[config.mk]
export PLATFORM = sky130hd
export DESIGN_NAME = mmio_io_responder
export DESIGN_NICKNAME = d
export VERILOG_FILES = /design/src/rtl/mmio_io_responder.sv
export SDC_FILE = /design/constraint.sdc
export NUM_CORES = 1
export LEC_CHECK = 0
export CAP_MARGIN = 20
export CORE_MARGIN = 4
export CORE_UTILIZATION = 65
export DETAILED_ROUTE_END_ITERATION = 7
export DONT_BUFFER_PORTS = 1
export GPL_TIMING_DRIVEN = 0
export PLACE_DENSITY = 0.81
export REMOVE_ABC_BUFFERS = 1
export SLEW_MARGIN = 15
export SYNTH_ARGS = -nofsm -noshare
export SYNTH_HDL_FRONTEND = slang
export SYNTH_SLANG_ARGS = --single-unit
[constraint.sdc]
create_clock -name clk -period 4.7 [get_ports clk]
set_clock_uncertainty 0.15 [all_clocks]
set_input_delay 0.47 -clock clk [delete_from_list [all_inputs] [get_ports clk]]
set_output_delay 0.47 -clock clk [all_outputs]
set_load 0.05 [all_outputs]
[src/rtl/mmio_io_responder.sv]
// rtl/mmio_io_responder.sv - RV32I data-bus MMIO responder for DE10-Lite LEDs, HEX, switches and keys
// One-cycle-latency ack; stores commit and loads capture on the edge that samples bus_req in IDLE.
module mmio_io_responder #(
  parameter int SW_W        = 10,
  parameter int KEY_W       = 2,
  parameter int LED_W       = 10,
  parameter int SYNC_STAGES = 2
) (
  input  logic             clk,
  input  logic             reset_n,
  input  logic             bus_req,
  input  logic             bus_we,
  input  logic [7:0]       bus_addr,
  input  logic [31:0]      bus_wdata,
  input  logic [3:0]       bus_be,
  output logic [31:0]      bus_rdata,
  output logic             bus_ack,
  input  logic [SW_W-1:0]  sw_in,
  input  logic [KEY_W-1:0] key_n_in,
  output logic [LED_W-1:0] ledr,
  output logic [7:0]       hex0,
  output logic [7:0]       hex1,
  output logic [7:0]       hex2,
  output logic [7:0]       hex3,
  output logic [7:0]       hex4,
  output logic [7:0]       hex5
);

  typedef enum logic {ST_IDLE, ST_ACK} state_t;

  state_t state_q, state_d;
  logic   access;

  always_ff @(posedge clk or negedge reset_n) begin
    if (!reset_n) state_q <= ST_IDLE;
    else          state_q <= state_d;
  end

  always_comb begin
    state_d = state_q;
    case (state_q)
      ST_IDLE: if (bus_req) state_d = ST_ACK;
      ST_ACK:  state_d = ST_IDLE;
      default: state_d = ST_IDLE;
    endcase
  end

  always_comb begin
    bus_ack = (state_q == ST_ACK);
    access  = (state_q == ST_IDLE) && bus_req;
  end

  logic [5:0] word;
  logic       wr_led, wr_hex_lo, wr_hex_hi, wr_evt;
  logic       unused_addr;

  assign word        = bus_addr[7:2];
  assign unused_addr = ^bus_addr[1:0];
  assign wr_led      = access && bus_we && (word == 6'd0);
  assign wr_hex_lo   = access && bus_we && (word == 6'd1);
  assign wr_hex_hi   = access && bus_we && (word == 6'd2);
  assign wr_evt      = access && bus_we && (word == 6'd4);

  function automatic logic [31:0] be_merge(input logic [31:0] old_val,
                                           input logic [31:0] wdata,
                                           input logic [3:0]  be);
    logic [31:0] res;
    res = old_val;
    for (int b = 0; b < 4; b++) begin
      if (be[b]) res[8*b +: 8] = wdata[8*b +: 8];
    end
    return res;
  endfunction

  // Synchronizer chains: switches reset low, keys reset high (released).
  logic [SW_W-1:0]  sw_sync  [SYNC_STAGES];
  logic [KEY_W-1:0] key_sync [SYNC_STAGES];
  logic [KEY_W-1:0] key_prev;

  always_ff @(posedge clk or negedge reset_n) begin
    if (!reset_n) begin
      for (int i = 0; i < SYNC_STAGES; i++) begin
        sw_sync[i]  <= '0;
        key_sync[i] <= '1;
      end
      key_prev <= '1;
    end else begin
      sw_sync[0]  <= sw_in;
      key_sync[0] <= key_n_in;
      for (int i = 1; i < SYNC_STAGES; i++) begin
        sw_sync[i]  <= sw_sync[i-1];
        key_sync[i] <= key_sync[i-1];
      end
      key_prev <= key_sync[SYNC_STAGES-1];
    end
  end

  logic [SW_W-1:0]  sw_s;
  logic [KEY_W-1:0] key_s, key_lvl, press, key_clr, evt_q;

  assign sw_s    = sw_sync[SYNC_STAGES-1];
  assign key_s   = key_sync[SYNC_STAGES-1];
  assign key_lvl = ~key_s;
  assign press   = key_prev & ~key_s;

  always_comb begin
    key_clr = '0;
    for (int k = 0; k < KEY_W; k++) begin
      key_clr[k] = wr_evt && bus_be[k/8] && bus_wdata[k];
    end
  end

  // A press landing on the same edge as a write-1 clear keeps the bit set.
  always_ff @(posedge clk or negedge reset_n) begin
    if (!reset_n) evt_q <= '0;
    else          evt_q <= (evt_q & ~key_clr) | press;
  end

  logic [LED_W-1:0] led_q;
  logic [31:0]      hex_lo_q;
  logic [15:0]      hex_hi_q;

  always_ff @(posedge clk or negedge reset_n) begin
    if (!reset_n) begin
      led_q    <= '0;
      hex_lo_q <= 32'hFFFF_FFFF;
      hex_hi_q <= 16'hFFFF;
    end else begin
      if (wr_led)    led_q    <= LED_W'(be_merge(32'(led_q), bus_wdata, bus_be));
      if (wr_hex_lo) hex_lo_q <= be_merge(hex_lo_q, bus_wdata, bus_be);
      if (wr_hex_hi) hex_hi_q <= 16'(be_merge({16'h0, hex_hi_q}, bus_wdata, bus_be));
    end
  end

  logic [31:0] rd_mux;

  always_comb begin
    rd_mux = '0;
    case (word)
      6'd0:    rd_mux = 32'(led_q);
      6'd1:    rd_mux = hex_lo_q;
      6'd2:    rd_mux = {16'h0, hex_hi_q};
      6'd3:    rd_mux = 32'(sw_s);
      6'd4:    rd_mux = 32'(evt_q);
      6'd5:    rd_mux = 32'(key_lvl);
      default: rd_mux = '0;
    endcase
  end

  always_ff @(posedge clk or negedge reset_n) begin
    if (!reset_n)               bus_rdata <= '0;
    else if (access && !bus_we) bus_rdata <= rd_mux;
  end

  assign ledr = led_q;
  assign hex0 = hex_lo_q[7:0];
  assign hex1 = hex_lo_q[15:8];
  assign hex2 = hex_lo_q[23:16];
  assign hex3 = hex_lo_q[31:24];
  assign hex4 = hex_hi_q[7:0];
  assign hex5 = hex_hi_q[15:8];

endmodule
==> impl_metrics.yaml <==
status:
  status: "completed"
route:
  vias: 2934
  drc: 0
  routed_wl_um: 10800
  drt_iter0_drc: 136
  wl_per_cell_um: 22.2
  firstDrtPassIters: 5
  viasPerCell: 6.05
  postRouteAntennaNets: 0
floorplan:
  die_h_um: 92.8
  dieWidth_um: 92.8
  pin_count: 151
  initial_core_util_pct: 67.7
  rows: 30
  core_area_um2: 6910
  dieArea_um2: 8610
clocking:
  ctsHtreeMaxLevel: 4
  clockRootBuffer: "clkbuf_8"
  cts_setup_buffers: 0
  cts-buffers-inserted: 17
  clock_latency_ns: 0.50
  cts_tree: "built"
  cts_max_path_buffers: 2
  clock_sinks: 119
  clk_pin_slew_ns: 0.06
finish:
  fin_cells: 485
  nets: 436
  antenna_cells: 0
  syn2layout_area_growth_pct: 23.6
  n_fill_cell: 356
  drive_gt1_share_pct: 40.9
placed_design:
  dp_hpwl_um: 6320
  globalplace.congestion: 0.714
  port-buffer-count: 0
  dpl.cell_count: 404
setup_path:
  crit_path_start: "bus_ack"
  reg2reg_depth: 4
  worstPathMaxFanout: 8
  critPathTopFamily: "simple AND/OR/NAND/NOR gates"
  critPathArrivalTime_ns: 2.93
  ff2ff_setup_slack_ns: 2.04
  crit_type: "flip-flop to flip-flop"
  cp_num_buf_inv: 0
  rr_startpoint: "bus_ack"
  worstPathRequired_ns: 4.97
  cp-end-kind: "flip-flop"
  path_cells: "and3b_1 > nand2_1 > nor2b_1 > mux2_2"
  timing.rr.end: "hex_hi_q[0]"
  critPathMaxStageDelay_ns: 0.77
  start_kind: "flip-flop"
  slowest_stage: "nor2b_1"
yosys:
  ys_seq_area_share_pct: 65.1
  netlist_area_um2: 4670
  synth_area_per_cell_um2: 14.4
  syn_inst: 324
  ys_types: 31
  ys_ff_latch: 119
  ys_warn_count: 0
power:
  p_clk_share_pct: 47.4
  seq_power_share_pct: 48.1
  p_sw_uw: 588
  comb_power_share_pct: 4.5
  powerDensity_nw_per_um2: 426
  switching_share_pct: 23.9
  cellLeakagePower_uw: 0.00254
  p_int_uw: 1870
  ir_drop_v: 0.000321
timing:
  max-slew-margin-rel_pct: 28.6
  finalCriticalPeriod_ns: 2.66
  worstMarginPinSlew_ns: 1.06
  rsz0062_at_grt: "no"
  drv_slew: 0
  setup_viol: 0
  fmax_mhz: 376
  hold_viol_final: 0
  finalSetupTns_ns: 0
  fin_crit_sh_pct: 56.6
run:
  maxCapViolCount: 0
global_route:
  grt_usage_pct: 26.3
  grt_start_max_net_pins: 120
  antenna_found_initial: 0
  gr-total-overflow: 0
  grt_pass1_wl_um: 17100
  grt_pass1_vias: 3197
min_path:
  min_path_cells: 3
  min_to: "evt_q[1]"
  hp-start: "bus_wdata[1]"
  hp-class: "primary input to flip-flop"
## kinds of logic after synthesis
logic type,Yosys count,share of synthesized area (%)
AND/OR/NAND/NOR,82,9.42
multiplexers,70,18.7
AO/OA/AOI/OAI,31,4.71
buffers and inverters,22,2.03
flip-flops,119,65.1
## state kept, by name, summed over array words and instances, names as in the netlist, 2 cells and up
register and flops:
hex_lo_q 32, sw_s 10, hex_hi_q 16, key_sync 2, bus_rdata 32, key_s 2
sw_sync 10, key_prev 2, evt_q 2, ledr 10
## power groups by stage
stage               logic (uW)  registers, uW  clock network (uW)
CTS                        110           1180                1180
detailed placement        52.0           1200                   0
finish                     110           1180                1170
global route               121           1190                1230
global placement          49.7           1200                   0
floorplan                 43.8           1190                   0
## per-layer routing
| metal | GRT usage, % | part of all wire (%) | wire length [um] | vias up |
|---|---|---|---|---|
| li1 | - | - | - | 1264 |
| met3 | 8.85 | 7.5 | 804 | 21 |
| met4 | 10.3 | 1.7 | 179 | 0 |
| met2 | 44.9 | 54 | 5760 | 129 |
| met1 | 30.6 | 37 | 4010 | 1520 |
| met5 | 0 | 0 | 0 | - |
## worst max-delay path by stage
stage,to,cells after the start
5_1_grt,hex_lo_q[26],4
6_report,hex_hi_q[0],4
2_1_floorplan,hex_lo_q[16],4
3_5_place_dp,hex_lo_q[29],4
3_3_place_gp,hex_lo_q[24],4
4_1_cts,hex_hi_q[0],4
## final cells by class
cell class                      instances  area [um2]  area share (%)
Timing Repair Buffer                   49         508            8.79
Sequential cell                       119        3050            52.7
Clock inverter                          9        75.1            1.30
Clock buffer                           23         467            8.08
Tap cell                               96         120            2.08
Inverter                                6        22.5           0.390
Multi-Input combinational cell        183        1540            26.6
## synth_stat cells
master / number / area, um2
a22o_1: 8 / 70.1
nor2_1: 3 / 11.3
o21ai_0: 10 / 50.1
a2bb2oi_1: 2 / 17.5
nand3_2: 2 / 20.0
nor4_1: 2 / 12.5
a31oi_1: 2 / 12.5
mux2_2: 58 / 653
nor3_1: 1 / 5.00
inv_1: 6 / 22.5
nand3_1: 16 / 80.1
and3b_1: 1 / 8.76
nand2_1: 40 / 150
nor3b_4: 2 / 37.5
a21o_1: 1 / 7.51
or4_1: 1 / 7.51
dfstp_2: 54 / 1420
nor4_4: 1 / 21.3
buf_2: 4 / 20.0
nand2b_1: 1 / 6.26
nand3b_1: 4 / 30.0
a22oi_1: 6 / 45.0
mux2i_1: 4 / 40.0
clkbuf_1: 10 / 37.5
o41ai_1: 2 / 17.5
buf_4: 2 / 15.0
nand4_1: 2 / 12.5
nor2_2: 2 / 12.5
mux4_2: 8 / 180
nor2b_1: 4 / 25.0
dfrtp_1: 65 / 1630
## per-stage QoR
step                      area, um2  util [%]  hold WS, ns  total power (uW)  setup slack (ns)
after floorplan                4600         -       0.0244              1230              2.06
after global placement         4720      68.4       0.0270              1250              1.57
after detailed placement       4730      68.4       0.0273              1250              1.57
after CTS                      5780      83.6       0.0109              2470              2.03
after global routing           5780      83.6       0.0239              2540              1.99
final                          5780      83.6       0.0304              2460              2.04
## placed cells by master, fill, tap and decap left out, drive strengths merged, types with 8 or more instances in the layout
| master | synthesis | final |
|---|---|---|
| mux4 | 8 | 8 |
| nand2 | 40 | 40 |
| o21ai | 10 | 10 |
| mux2 | 58 | 58 |
| dfstp | 54 | 54 |
| dlygate4sd3 | 0 | 48 |
| dfrtp | 65 | 65 |
| nand3 | 18 | 18 |
| a22o | 8 | 8 |
| clkbuf | 10 | 23 |
## repair_timing
item                       4_1_cts  5_1_grt
hold endpoints to repair       193        0
setup endpoints to repair        0        0
resized for setup                0        0
hold buffers                    49        0
## worst register-to-register path, cell delays in order, from the launching register on
cell     delay (ns)
dfrtp_1        0.57
and3b_1        0.45
nand2_1        0.22
nor2b_1        0.77
mux2_2         0.43
(Power assumes the default switching activity.)
